<file path="src/rtl/mux4_sel_sequencer_pkg.sv">
// Shared encodings for the 4:1 mux select sequencer: FSM states, channel count, channel indices.
package mux4_sel_sequencer_pkg;

  localparam int NUM_CH = 4;

  typedef enum logic [1:0] {
    ST_IDLE  = 2'd0,
    ST_DWELL = 2'd1,
    ST_GAP   = 2'd2
  } state_e;

  localparam logic [1:0] CH_A = 2'd0;
  localparam logic [1:0] CH_B = 2'd1;
  localparam logic [1:0] CH_C = 2'd2;
  localparam logic [1:0] CH_D = 2'd3;

endpackage

</file>
<file path="src/rtl/mux4_sel_sequencer_if.sv">
// Control/status bundle between the mux sequencer and its controller.
// MUX4_SEQ_CAPTURE_EN adds the mux_out sampling input and the sample capture register output.
interface mux4_sel_sequencer_if;
  logic       en;
  logic [3:0] req;
  logic       hold;
  logic       s0;
  logic       s1;
  logic       sel_valid;
  logic       ch_done;
  logic       scan_done;
`ifdef MUX4_SEQ_CAPTURE_EN
  logic       mux_out;
  logic [3:0] sample;

  modport master (output en, req, hold, mux_out,
                  input  s0, s1, sel_valid, ch_done, scan_done, sample);
  modport slave  (input  en, req, hold, mux_out,
                  output s0, s1, sel_valid, ch_done, scan_done, sample);
`else
  modport master (output en, req, hold,
                  input  s0, s1, sel_valid, ch_done, scan_done);
  modport slave  (input  en, req, hold,
                  output s0, s1, sel_valid, ch_done, scan_done);
`endif
endinterface

</file>
<file path="src/rtl/mux4_sel_sequencer_rr_pick.sv">
// Round-robin channel picker: first requested channel at or after ptr (wrapping),
// plus "last" when no request sits strictly above ptr.
module mux4_rr_pick
  import mux4_sel_sequencer_pkg::*;
(
  input  logic [3:0] req,
  input  logic [1:0] ptr,
  output logic [1:0] nxt,
  output logic       any,
  output logic       last
);

  logic [1:0] idx;
  logic       found;

  always_comb begin
    nxt   = CH_A;
    any   = |req;
    last  = 1'b1;
    idx   = 2'd0;
    found = 1'b0;
    for (int k = 0; k < NUM_CH; k++) begin
      idx = ptr + 2'(k);
      if (!found && req[idx]) begin
        nxt   = idx;
        found = 1'b1;
      end
    end
    for (int k = 0; k < NUM_CH; k++) begin
      if ((3'(k) > {1'b0, ptr}) && req[k]) last = 1'b0;
    end
  end

endmodule

</file>
<file path="src/rtl/mux4_sel_sequencer.sv">
// Round-robin 4:1 mux select sequencer with per-channel dwell and one-cycle break-before-make gap.
// MUX4_SEQ_CAPTURE_EN adds capture of mux_out into sample[channel] at the end of each dwell.
module mux4_sel_sequencer #(
  parameter int DWELL = 4,
  parameter int CW    = 8
) (
  input  logic                clk,
  input  logic                rst,
  mux4_sel_sequencer_if.slave bus
);
  import mux4_sel_sequencer_pkg::*;

  state_e        state_q;
  logic [1:0]    sel_q;
  logic [1:0]    ptr_q;
  logic [1:0]    ptr_d;
  logic [CW-1:0] cnt_q;
  logic          sel_valid_q;
  logic          ch_done_q;
  logic          scan_done_q;
  logic [1:0]    pick_ptr;
  logic [1:0]    pick_nxt;
  logic          pick_any;
  logic          pick_last;
`ifdef MUX4_SEQ_CAPTURE_EN
  logic [3:0]    sample_q;
`endif

  // While dwelling the picker looks above the current channel to decide scan_done;
  // otherwise it searches from the round-robin pointer for the next channel.
  assign pick_ptr = (state_q == ST_DWELL) ? sel_q : ptr_q;
  assign ptr_d    = sel_q + 2'd1;

  mux4_rr_pick u_pick (
    .req  (bus.req),
    .ptr  (pick_ptr),
    .nxt  (pick_nxt),
    .any  (pick_any),
    .last (pick_last)
  );

  always_ff @(posedge clk) begin
    if (rst) begin
      state_q     <= ST_IDLE;
      sel_q       <= CH_A;
      ptr_q       <= CH_A;
      cnt_q       <= '0;
      sel_valid_q <= 1'b0;
      ch_done_q   <= 1'b0;
      scan_done_q <= 1'b0;
`ifdef MUX4_SEQ_CAPTURE_EN
      sample_q    <= 4'b0000;
`endif
    end else begin
      ch_done_q   <= 1'b0;
      scan_done_q <= 1'b0;
      case (state_q)
        ST_IDLE, ST_GAP: begin
          if (bus.en && pick_any) begin
            sel_q       <= pick_nxt;
            cnt_q       <= CW'(DWELL - 1);
            sel_valid_q <= 1'b1;
            state_q     <= ST_DWELL;
          end else begin
            sel_valid_q <= 1'b0;
            state_q     <= ST_IDLE;
          end
        end
        ST_DWELL: begin
          if (!bus.hold) begin
            if (cnt_q != '0) begin
              cnt_q <= cnt_q - 1'b1;
            end else begin
              ch_done_q   <= 1'b1;
              scan_done_q <= pick_last;
              sel_valid_q <= 1'b0;
              ptr_q       <= ptr_d;
              state_q     <= ST_GAP;
`ifdef MUX4_SEQ_CAPTURE_EN
              sample_q[sel_q] <= bus.mux_out;
`endif
            end
          end
        end
        default: state_q <= ST_IDLE;
      endcase
    end
  end

  assign bus.s0        = sel_q[0];
  assign bus.s1        = sel_q[1];
  assign bus.sel_valid = sel_valid_q;
  assign bus.ch_done   = ch_done_q;
  assign bus.scan_done = scan_done_q;
`ifdef MUX4_SEQ_CAPTURE_EN
  assign bus.sample    = sample_q;
`endif

endmodule

</file>
<file path="src/flat_wrapper.sv">
// flat-port wrapper written by rule: the top's interface ports become plain ports
module mux4_sel_sequencer_flat import mux4_sel_sequencer_pkg::*;
#(
  parameter int DWELL = 4,
  parameter int CW    = 8
)
  (clk, rst, bus_en, bus_req, bus_hold, bus_s0, bus_s1, bus_sel_valid, bus_ch_done, bus_scan_done);
  mux4_sel_sequencer_if bus_i ();
  input  logic clk;
  input  logic rst;
  input wire logic [$bits(bus_i.en)-1:0] bus_en;
  input wire logic [$bits(bus_i.req)-1:0] bus_req;
  input wire logic [$bits(bus_i.hold)-1:0] bus_hold;
  output wire logic [$bits(bus_i.s0)-1:0] bus_s0;
  output wire logic [$bits(bus_i.s1)-1:0] bus_s1;
  output wire logic [$bits(bus_i.sel_valid)-1:0] bus_sel_valid;
  output wire logic [$bits(bus_i.ch_done)-1:0] bus_ch_done;
  output wire logic [$bits(bus_i.scan_done)-1:0] bus_scan_done;
  assign bus_i.en = bus_en;
  assign bus_i.req = bus_req;
  assign bus_i.hold = bus_hold;
  assign bus_s0 = bus_i.s0;
  assign bus_s1 = bus_i.s1;
  assign bus_sel_valid = bus_i.sel_valid;
  assign bus_ch_done = bus_i.ch_done;
  assign bus_scan_done = bus_i.scan_done;
  mux4_sel_sequencer #(.DWELL(DWELL), .CW(CW)) u_core (.clk(clk), .rst(rst), .bus(bus_i));
endmodule
</file>
<file path="config.mk">
export PLATFORM = sky130hd
export DESIGN_NAME = mux4_sel_sequencer_flat
export DESIGN_NICKNAME = d
export VERILOG_FILES = /design/src/rtl/mux4_sel_sequencer_pkg.sv /design/src/rtl/mux4_sel_sequencer_if.sv /design/src/rtl/mux4_sel_sequencer_rr_pick.sv /design/src/rtl/mux4_sel_sequencer.sv /design/src/flat_wrapper.sv
export SDC_FILE = /design/constraint.sdc
export NUM_CORES = 1
export LEC_CHECK = 0
export CAP_MARGIN = 10
export CORE_AREA = 5 5 49 51
export CTS_BUF_LIST = sky130_fd_sc_hd__clkbuf_8
export CTS_CLUSTER_SIZE = 30
export DETAILED_ROUTE_END_ITERATION = 7
export DIE_AREA = 0 0 54 56
export PLACE_DENSITY = 0.77
export SYNTH_ARGS = -nofsm -noshare
export SYNTH_HDL_FRONTEND = slang
export SYNTH_SLANG_ARGS = --single-unit
</file>
<file path="constraint.sdc">
create_clock -name clk -period 2.7 [get_ports clk]
set_input_delay 0.81 -clock clk [delete_from_list [all_inputs] [get_ports clk]]
set_output_delay 0.81 -clock clk [all_outputs]
set_load 0.01 [all_outputs]
</file>
== Word level (Yosys, flattened, before mapping) ==
Cells that the tools add are included.

* ROM bits: 0
* Memories kept: 0
* Input port bits: 8
* Register bits after elaboration: 17
* Bits in latches: 0
* Memory bits (writable): 0

* Eq/ne operators: 6
* Muxes and demuxes: 30
* Reductions and logical operators: 22
* Add/sub/neg operators: 5
* Shifts and indexed selects: 0
* Order comparisons: 7
* Bitwise operators: 3
* Multipliers: 0
* Div/mod/pow operators: 0

{| class="wikitable"
|+ Operators with widths
! kind !! count
|-
| two-way mux 8 bit || 3
|-
| case mux 8 bit (2 select lines) || 1
|-
| two-way mux 2 bit || 7
|-
| two-way mux 1 bit || 13
|-
| < comparator 2 x 3 -> 1 bit (second input constant) || 4
|-
| binary-select mux 1 bit (select 2 bit) || 4
|-
| nonzero test 8 bit || 1
|-
| subtractor 8 x 1 -> 8 bit (second input constant) || 1
|-
| logical AND 1 bit || 7
|-
| inequality test 2 bit (second input constant) || 3
|-
| AND reduction 3 bit || 2
|-
| OR reduction 6 bit || 1
|-
| adder 2 x 1 -> 2 bit (second input constant) || 2
|-
| adder 2 bit (second input constant) || 2
|-
| greater-than comparator 2 bit (first input constant) || 2
|-
| case mux 2 bit (2 select lines) || 1
|-
| AND reduction 2 bit || 2
|-
| AND reduction 4 bit || 1
|-
| OR reduction 4 bit || 1
|-
| zero test 1 bit || 3
|-
| NOT 1 bit || 3
|-
| OR reduction 3 bit || 1
|-
| == test 2 x 1 -> 1 bit (second input constant) || 1
|-
| == test 2 bit (second input constant) || 1
|-
| other kinds (6) || 6
|}

== Depth between registers and ports, before layout ==
Gate-level depths: netlist of the first run.

* Word-level depth: 14
* Mapped depth: 9

== By module ==
Synthesis of the first run repeated with hierarchy kept, for this count alone.

* Cells, all modules: 135
* Area total of the unflattened synthesis: 1,157.4 µm²

{| class="wikitable"
|+ By module, submodules not included
! module !! cells an instance !! times used !! area an instance (µm²) !! sequential area each (µm²)
|-
| mux4_sel_sequencer || 89 || 1 || 824.5 || 340.3
|-
| mux4_rr_pick || 46 || 1 || 332.8 || 0.0
|}

== Worst setup path before layout of the first run ==
No wires, ideal clock.

* Path kind: register to register
* From: register u_core.state_q[0]
* To: register u_core.sel_q[1]
* Arrival: 2,138 ps
* Data required time: 2,612 ps
* Period minus slack after synthesis: 2,226 ps
* Path buffers: 1
* Library setup time: 88 ps
* Path slack: 474 ps
* Cell stages (with the launch flop): 10
* Cells stage by stage: dfxtp_1 > and2b_1 > buf_6 > mux2_2 > ha_1 > inv_1 > or3_1 > o22ai_1 > nand2_1 > a311oi_2

* Word-level cells in the longest chain between the ends: 14

{| class="wikitable"
|+ Ends and longest elaborated chain
! what !! RTL line !! text
|-
| from (decl) || mux4_sel_sequencer.sv:13 || <nowiki>state_e state_q;</nowiki>
|-
| from (signal assigned) || mux4_sel_sequencer.sv:44 || <nowiki>state_q <= ST_IDLE;</nowiki>
|-
| from (signal assigned) || mux4_sel_sequencer.sv:63 || <nowiki>state_q <= ST_DWELL;</nowiki>
|-
| from (signal assigned) || mux4_sel_sequencer.sv:66 || <nowiki>state_q <= ST_IDLE;</nowiki>
|-
| parallel branches: the longest is 14 deep, another holds adder 2 x 1 -> 2 bit || - ||
|-
| to (signal assigned) || mux4_sel_sequencer.sv:60 || <nowiki>sel_q <= pick_nxt;</nowiki>
|-
| to (decl) || mux4_sel_sequencer.sv:14 || <nowiki>logic [1:0] sel_q;</nowiki>
|}

Several ways; the timed one is not identified. The select of a mux whose other input is x is not followed.
A chain may end at the register's enable or synchronous reset.

== Worst setup path in the final report of the first run ==
* From: input bus_req[1]
* To: register u_core.cnt_q[5]

* Word-level cells in the longest chain between the ends: 4

{| class="wikitable"
|+ Ends and longest elaborated chain
! what !! RTL line !! text
|-
| from (decl) || flat_wrapper.sv:12 || <nowiki>input wire logic [$bits(bus_i.req)-1:0] bus_req;</nowiki>
|-
| OR reduction 4 bit || mux4_sel_sequencer_rr_pick.sv:18 || <nowiki>any = |req;</nowiki>
|-
| logical AND 1 bit || mux4_sel_sequencer.sv:59 || <nowiki>if (bus.en && pick_any) begin</nowiki>
|-
| inequality test 2 x 1 -> 1 bit (no line) || - ||
|-
| AND reduction 4 bit (no line) || - ||
|-
| to (signal assigned) || mux4_sel_sequencer.sv:61 || <nowiki>cnt_q <= CW'(DWELL - 1);</nowiki>
|-
| to (signal assigned) || mux4_sel_sequencer.sv:72 || <nowiki>cnt_q <= cnt_q - 1'b1;</nowiki>
|-
| to (decl) || mux4_sel_sequencer.sv:17 || <nowiki>logic [CW-1:0] cnt_q;</nowiki>
|}

No other way between the ends.

==> results of run 1 <==
kinds of logic after synthesis:
family / Yosys count / share of synthesized area, %
AO/OA/AOI/OAI: 19 / 14.3
XOR/XNOR: 6 / 5.22
adder cells (fa/ha/maj): 4 / 4.98
buffers and inverters: 9 / 4.35
flip-flops: 17 / 33.8
multiplexers: 9 / 9.58
AND/OR/NAND/NOR: 45 / 27.7
layout make-up:
type                    instances  area (µm²)  area share, %
repair buffers                 21         188           15.0
well taps                      27        33.8           2.69
inverters                       6        25.0           2.00
clock inverters                 1        3.75          0.299
multi-input cells              83         622           49.6
flip-flops and latches         17         340           27.1
clock buffers                   3        41.3           3.29
tightest hold or removal path, stage by stage, from the launching register on:
cell and delay (ns):
dfxtp_1 0.34, a21oi_1 0.06, nor2_1 0.07
metal layers:
layer  share of wire (%)  vias to the layer above
li1                    -                      428
met1                  45                      411
met3                 1.7                        4
met2                  51                       15
met4                 1.8                        0
met5                   0                        -
cells in the final DEF, fill, tap and decap left out, drive strengths merged:
cell type,n
nor4b,1
nor2,20
mux2i,7
o32ai,1
nor4,1
buf,9
ha,4
a311oi,2
dfxtp,17
nand2,3
or3,2
o22a,1
a222oi,1
a22o,1
a31oi,1
a2bb2oi,1
nor3,1
clkdlybuf4s50,12
and2,1
o22ai,2
inv,7
o21ai,3
nor2b,1
clkbuf,3
nand3,2
mux2,2
o211a,1
or2b,1
nand2b,3
nand4b,1
nor3b,1
a21oi,5
xor2,5
and2b,1
and3,1
nand3b,2
or4,1
or2,2
xnor2,1
path summary, 6_finish.rpt:
kind                                        start               to  slack [ns]  cells past startpoint
worst max-delay path                   bus_req[1]  u_core.cnt_q[5]        0.23                      8
worst min-delay path              u_core.ptr_q[1]  u_core.ptr_q[1]        0.51                      2
worst max register to register  u_core.state_q[0]  u_core.sel_q[1]        0.34                      8
worst min register to register    u_core.ptr_q[1]  u_core.ptr_q[1]        0.51                      2
state kept, by name (all words and copies together), names as in the netlist:
| register | flops |
|---|---|
| u_core.state_q | 2 |
| u_core.sel_q | 2 |
| u_core.cnt_q | 8 |
| u_core.bus.scan_done | 1 |
| u_core.bus.sel_valid | 1 |
| u_core.ptr_q | 2 |
| u_core.bus.ch_done | 1 |
power by group through the flow:
stage,Sequential (µW),Clock [µW],Combinational (µW)
floorplan,302,0,178
detailed placement,305,0,249
global placement,304,0,245
CTS,300,183,253
global route,303,196,276
finish,300,179,252
metrics by stage:
step                setup WS, ns  utilization [%]
floorplan                  0.474                -
global placement          0.0942             63.6
detailed placement        0.0272             63.6
CTS                        0.241             65.9
global route               0.180             65.9
finish                     0.228             65.9
==> impl_metrics.yaml, run 1 <==
logic_synthesis:
  synth_area_um2: 1010
  synthArstFlopShare_pct: 0
  synthTopCellsByArea: "dfxtp_1 (34%), nor2_1 (7.5%), mux2i_1 (7.0%)"
  yosys_warnings: 0
  post-synth-top-count-cell: "nor2_1"
  syn_inst: 109
  yosysSeqAreaShare_pct: 33.8
  syn_area_per_cell_um2: 9.23
  ys_ff_latch: 17
  ys_types: 46
  synth-edff-count: 0
  synth_commonest_cells: "nor2_1 (20), dfxtp_1 (17), mux2i_1 (7)"
  synth_top_area_cell: "dfxtp_1"
  ys.flop_type: "dfxtp_1"
  netlist.area_leader.share_pct: 33.8
  synth_fp_nets: 121
sta:
  whs_ns: 0.513
  tns_ns: 0
  hold_violations: 0
  min_period_ns: 2.47
  worst_pin_slew_ns: 0.608
  rsz0062_at_grt: "no"
  max_freq_ghz: 0.405
  slew_violations: 0
  finalSetupViolations: 0
  period_share_pct: 91.5
  slew_headroom_pct: 59.1
  fin_skew_ns: 0.00450
placement:
  gp_congestion: 0.831
  dpl-instance-area_um2: 1210
  dp_cells: 154
  port_buffers: 12
  hpwl_mm: 1.66
setup_path:
  crit_type: "in -> reg"
  critPathRequiredTime_ns: 2.83
  critical_path.top_delay_family: "simple AND/OR/NAND/NOR gates"
  crit_chain: "clkdlybuf4s50_1 > nor4_1 > nor3b_4 > a2bb2oi_2 > buf_4 > nand4b_1 > xor2_1 > nor2_1"
  end_kind: "flop"
  critical_path_buf_inv_count: 2
  cp.arrival_ns: 2.61
  critPathSlowestCell: "nor4_1"
  path_max_fanout: 4
  critPathMaxStageDelay_ns: 0.58
  crit_path_start_kind: "input port"
die:
  die_w_um: 54
  die_h_um: 56
  row_count: 16
  io_pins: 13
  design.die.area_um2: 3020
  start_util_pct: 52.9
  coreArea_um2: 1900
global_routing:
  grt_pass1_wl_mm: 3.59
  first_global_vias: 857
  globalRouteMet1Util_pct: 18.2
  top_usage_layer: "met2"
  grt_max_degree: 12
  grt_use_met2_pct: 26.8
  gr-usage-met3_pct: 3.22
  antenna_found_initial: 0
  grt_overflow: 0
  grt_usage_pct: 15.7
power:
  p_total_uw: 731
  p_int_uw: 505
  swShare_pct: 31.0
  seqPwrFrac_pct: 41.0
  power_density_nw_per_um2: 583
  p_comb_share_pct: 34.5
  peakVddDrop_v: 0.000254
  p_switching_uw: 226
  p_leak_uw: 0.000525
  p_clk_share_pct: 24.5
cts:
  root_buffer: "clkbuf_8"
  clkSlewWorstSetupHoldPaths_ns: 0.06
  postCtsSetupRepairBufs: 0
  cts_buffer_depth: 2
  worstSkewPairLatency_ns: 0.25
  htreeDepth: 1
  cts_resized: 0
  cts_tree: "done"
  clock_sinks: 17
  numCtsBuffers: 3
  hold_buffers: 0
cells_and_area:
  fin_cells: 158
  n_antenna_cell: 0
  fin_nets: 144
  area_growth_pct: 24.6
  drive_above_1_share_pct: 19.1
  fin_area_um2: 1250
  nFillCells: 156
drt:
  first_iter_violations: 4
  firstDrtPassIters: 4
  ant_nets: 0
  drc: 0
  vias: 858
  wl_per_cell_um: 13.2
  routed_wl_mm: 2.09
  routed_via_density: 5.43
run:
  max-cap-violations: 0
outcome:
  outcome: "finished, final reports clean"
hold_path:
  hold_path_class: "reg -> reg"
Power figures use the tool's default switching activity.
==> inputs of run 2 (changes only) <==
--- a/config.mk
+++ b/config.mk
@@ -11,6 +11,7 @@
 export CTS_CLUSTER_SIZE = 30
 export DETAILED_ROUTE_END_ITERATION = 7
 export DIE_AREA = 0 0 54 56
+export HOLD_SLACK_MARGIN = 0.08
 export PLACE_DENSITY = 0.77
 export SYNTH_ARGS = -nofsm -noshare
 export SYNTH_HDL_FRONTEND = slang
==> results of run 2 <==
The final DEF is identical to that of run 1; final timing and power are the same.
==> edit 1 (flow settings as in run 1) <==
`CW` is set to 8 in 2 places; all go to 10.
--- a/src/rtl/mux4_sel_sequencer.sv
+++ b/src/rtl/mux4_sel_sequencer.sv
@@ -4,3 +4,3 @@
   parameter int DWELL = 4,
-  parameter int CW    = 8
+  parameter int CW    = 10
 ) (
--- a/src/flat_wrapper.sv
+++ b/src/flat_wrapper.sv
@@ -4,3 +4,3 @@
   parameter int DWELL = 4,
-  parameter int CW    = 8
+  parameter int CW    = 10
 )
Check against the original RTL: same outputs for any inputs over 10 cycles, from zero or initial values and one cycle with rst high; that may be too few to reach the edited logic, so the function may still have changed.
==> edit 1 against run 1 <==
  * Worst setup slack better by 1.6 ps
  * Largest power group unchanged
  * Area after synthesis is 15% higher
  * Total power is 12% higher
  * Global-route usage grew 2.9 points
  * Cell area is 10% higher
  * Largest cell class unchanged
  * Via count is 23% higher
  * Sequential cell count increased by 2
  * Routed wire length increased by 19%
==> edit 1: results (changes against run 1) <==
| Metric | Value |
|---|---|
| Status | finished clean |
| Post-synth EDFFs | 0 (unchanged) |
| HPWL after detailed placement | 1940 um (+17%) |
| Final Net Count | 162 (+13%) |
| Layout fillers | 155 (-0.64%) |
| CP Capture Point | u_core.sel_q[0] |
| Synth Area in XOR/XNOR | 0.0528 (+0.000563) |
| Min-delay src | u_core.bus.sel_valid |
| Drt wl/cell | 14.1 um (+6.7%) |
| Post-synthesis cell type count | 46 (unchanged) |
| ANT cells | 0 (unchanged) |
| Max reg flops | 10 (+2) |
| CP Data Arrival Time | 2640 ps (+30 ps) |
| All-Layer GR Usage | 0.186 (+0.0290) |
| Top cells by area, synth | dfxtp_1 (33%), nor2_1 (6.5%), a211oi_1 (4.5%) |
| Last weighted congestion value of the routability-driven placer | 0.783 (-5.8%) |
| Pre-CTS WS | 162 ps (+135 ps) |
| Worst IR drop on VDD | 356 uV (+40%) |
| Commonest cells post-synth | nor2_1 (20), dfxtp_1 (19), a21oi_1 (8) |
| Synth Area in Adders | 0.0323 (-0.0174) |
| Worst clock skew | 3.07 ps (-1.43 ps) |
| Vias in the first global route | 1014 (+18%) |
| Drt via density | 5.94 (+9.4%) |
| First-pass GRT wire length | 4420 um (+23%) |
| Layout cells sized above 1 | 0.140 (-0.0508) |
| NetSw | 0.276 mW (+22%) |
| R2r setup slk | 230 ps (-110 ps) |
| Drt initial violations | 18 (+14) |
| GR Overflow Total | 0 (unchanged) |
| Max Fclk | 0.405 GHz (about the same) |
| Post-Syn Nets | 146 (+21%) |
| Critical path class | reg -> reg |
| Compound-Gate Fraction of Synth Area | 0.200 (+0.0574) |
| Reg2reg path depth | 8 (unchanged) |
| Hold Path End | u_core.bus.sel_valid |
| Clk buf depth | 2 (unchanged) |
| Worst-Margin Slew | 394 ps (-214 ps) |
| Critical-path maximum fanout | 7 (+3) |
| Clk slew on worst S/H paths | 70 ps |
| Mux cell area share after synthesis | 0.0636 (-0.0322) |
| Seq/Total Area, Yosys | 0.328 (-0.0107) |
| Static Leak | 0.499 nW (-4.9%) |
| Port bufs | 12 (unchanged) |
-- edit 1: kinds of logic (layout without fill, tap and decap cells) --
group,after synthesis,count (layout)
DFF,19,19
muxes,6,6
AOI/OAI and AO/OA,32,32
xor gates and xnor gates,7,7
adders and majority gates,3,3
and+or+nand+nor,54,54
buffers and inverters,14,29
-- edit 1: metrics by stage --
| step | cell area (um2) | hold slack [ps] | instances |
|---|---|---|---|
| finish | 1380 | 496 | 177 |
| global route | 1380 | 531 | 177 |
| CTS | 1380 | 500 | 177 |
| detailed placement | 1330 | 484 | 173 |
| global placement | 1330 | 463 | 173 |
| floorplan | 1160 | 450 | 135 |
-- edit 1: layer usage --
layer	wire length, um	GRT usage	vias to the layer above	share of wire
met5	0	0	-	0
met4	40	0.0641	0	0.016
met3	57	0.0161	4	0.023
met2	1340	0.325	17	0.54
met1	1060	0.227	504	0.42
li1	-	-	527	-
-- edit 1: final cells by class --
type	count	area share
clock inverter	1	0.00362
multi-input combinational	102	0.528
tap	27	0.0245
sequential	19	0.275
inverter	7	0.0190
clock buffer	3	0.0299
timing repair buffer	18	0.120
-- edit 1: critical path, cell delays in order, from the launching register on --
cell	delay [ps]
dfxtp_1	410
and2b_1	320
mux2_2	430
ha_2	430
mux2i_1	240
nor2_1	60
a211oi_1	230
o31ai_1	100
a41oi_1	170
-- edit 1: power by group through the flow --
stage                     clock (mW)  combinational (mW)  sequential [mW]
after floorplan                    0               0.211            0.338
after global placement             0               0.268            0.344
after detailed placement           0               0.278            0.345
after CTS                      0.195               0.282            0.339
after global routing           0.208               0.318            0.344
final                          0.192               0.284            0.340
-- edit 1: what timing repair did --
action | 4_1_cts | 5_1_grt
hold endpoints to repair | 0 | 0
setup endpoints to repair | 0 | 1
gates resized for setup | 0 | 2
==> edit 2 (flow settings as in run 1) <==
Made on the original files. Reset style: asynchronous (`rst`), changed in one clocked block.
--- a/src/rtl/mux4_sel_sequencer.sv
+++ b/src/rtl/mux4_sel_sequencer.sv
@@ -41,3 +41,3 @@
 
-  always_ff @(posedge clk) begin
+  always_ff @(posedge clk or posedge rst) begin
     if (rst) begin
Behaviour: differs if rst is asserted again (counterexample within 4 cycles, from zero or initial values and one cycle with rst high); with rst held inactive, the same outputs for 10 cycles.
==> edit 2 against run 1 <==
  * Area after synthesis rose by 0.50%
  * Sequential cell count did not move
  * First-iteration DRC count rose to 6.3 times the old value
  * Worst setup slack improved by 170 ps
  * Cell area fell by 4.0%
  * Count of clock-buffer cells in the layout did not move
  * Fmax rose by 7.2%
  * Routed wire length fell by 5.7%
  * Sequential share of layout area rose by 8.2 points
  * Critical path type unchanged
Power is not compared: it rests on default switching activity, and its combinational part moved more than twofold at a synthesized area within 25%.
==> edit 2: results (changes against run 1) <==
| Metric | Value |
|---|---|
| Commonest cells post-synth | dfrtp_1 (17), nor2_1 (12), nand2_1 (9) |
| WL met2 | 1020 um (-4.4%) |
| Hold Crit Depth | 1 (-1) |
| RR Startpoint | u_core.state_q[0] |
| ANT cells | 0 (unchanged) |
| Mapped Cells | 102 (-6.4%) |
| Seq area share | 0.353 (+0.0820) |
| Later-pin clock latency in the skew report | 250 ps (about the same) |
| Post-synthesis cell type count | 30 (-35%) |
| Drt initial violations | 25 (+21) |
| Pre-CTS WS | 139 ps (+112 ps) |
| Status | finished clean |
| Reg2reg path depth | 5 (-3) |
| Critical-path maximum fanout | 10 (+6) |
| CP Data Arrival Time | 2420 ps (-190 ps) |
| Inst Count DP | 141 (-8.4%) |
| Worst clock skew | 1.48 ps (-3.02 ps) |
| Final Net Count | 129 (-10%) |
| Layout fillers | 163 (+4.5%) |
| Met3 Routed Length | 67 um (+91%) |
| FF-to-FF End | u_core.sel_q[0] |
| Top cells by area, synth | dfrtp_1 (42%), xor2_1 (6.1%), nor2_1 (4.5%) |
| FFs w/ async S/R, synth | 1.00 (+1.00) |
| Register area | 425 um2 (+25%) |
| Seq/Total Area, Yosys | 0.421 (+0.0825) |
| R2r setup slk | 800 ps (+460 ps) |
| Non-clk bufs | 14 (-33%) |
| Non-Clock Inverter Count | 8 (+2) |
| First-pass GRT wire length | 3300 um (-8.2%) |
| Met1 Use GR | 0.192 (+0.0107) |
| Placed Area | 1160 um2 (-4.2%) |
| Hold Path End | u_core.cnt_q[0] |
| Min-delay src | u_core.cnt_q[0] |
| Area of the multi-input gates | 533 um2 (-14%) |
| Vias in the first global route | 732 (-15%) |
| Routing usage on met2 | 0.237 (-0.0311) |
| Signal buf overhead | 0.112 (-0.0374) |
| Last weighted congestion value of the routability-driven placer | 0.917 (+10%) |
| Main flop type after synthesis | dfrtp_1 |
| Met1 WL | 875 um (-7.8%) |
| All-Layer GR Usage | 0.144 (-0.0124) |
| Largest net degree at the start of global routing | 18 (+6) |
| Hold crit path type | reg -> reg |
| Layout Cells excl Fill | 145 (-8.2%) |
| Post-Syn Nets | 112 (-7.4%) |
| Final Core Density | 0.633 (-0.0263) |
-- edit 2: changes by cell type after synthesis, moves of 6 or more --
cell     change
dfrtp_1     +17
dfxtp_1     -17
mux2i_1      -6
nand2_1      +7
nor2_1       -8
-- edit 2: stage by stage --
stage                     total power, mW  hold slack [ps]
final                                1.24              511
after detailed placement             1.06              501
after global placement               1.04              491
after CTS                            1.25              512
after global routing                 1.34              549
after floorplan                     0.918              468
-- edit 2: cell families (layout without fill, tap and decap cells) --
kind of cell / after synthesis / count (layout) / synth area share
flip-flops: 17 / 17 / 0.421
AO/OA/AOI/OAI: 22 / 22 / 0.162
buffers and inverters: 10 / 26 / 0.0520
XOR/XNOR: 7 / 7 / 0.0606
multiplexers: 2 / 2 / 0.0322
AND/OR/NAND/NOR: 42 / 42 / 0.248
adder cells (fa/ha/maj): 2 / 2 / 0.0247
-- edit 2: power breakdown --
part           internal (mW)  switching (mW)  total [mW]  leakage, nW
clock network          0.102          0.0842       0.186       0.0255
logic                  0.265           0.303       0.569        0.284
registers              0.357           0.130       0.487        0.214
-- edit 2: how the worst max path moves through the flow --
| stage | startpoint | endpoint | slack, ps | depth (start not counted) |
|---|---|---|---|---|
| after detailed placement | bus_req[0] | u_core.sel_q[1] | 140 | 6 |
| after floorplan | bus_req[1] | u_core.sel_q[1] | 730 | 6 |
| after global routing | bus_req[0] | u_core.sel_q[1] | 300 | 6 |
| after CTS | bus_req[0] | u_core.sel_q[1] | 390 | 6 |
| final | bus_req[0] | u_core.cnt_q[1] | 390 | 5 |
| after global placement | bus_req[0] | u_core.sel_q[1] | 190 | 6 |
-- edit 2: worst max-delay path, stage by stage --
cell and delay, ps:
clkdlybuf4s50_1 460, or4_1 550, and3b_1 340, nor3_1 190
a21oi_1 70
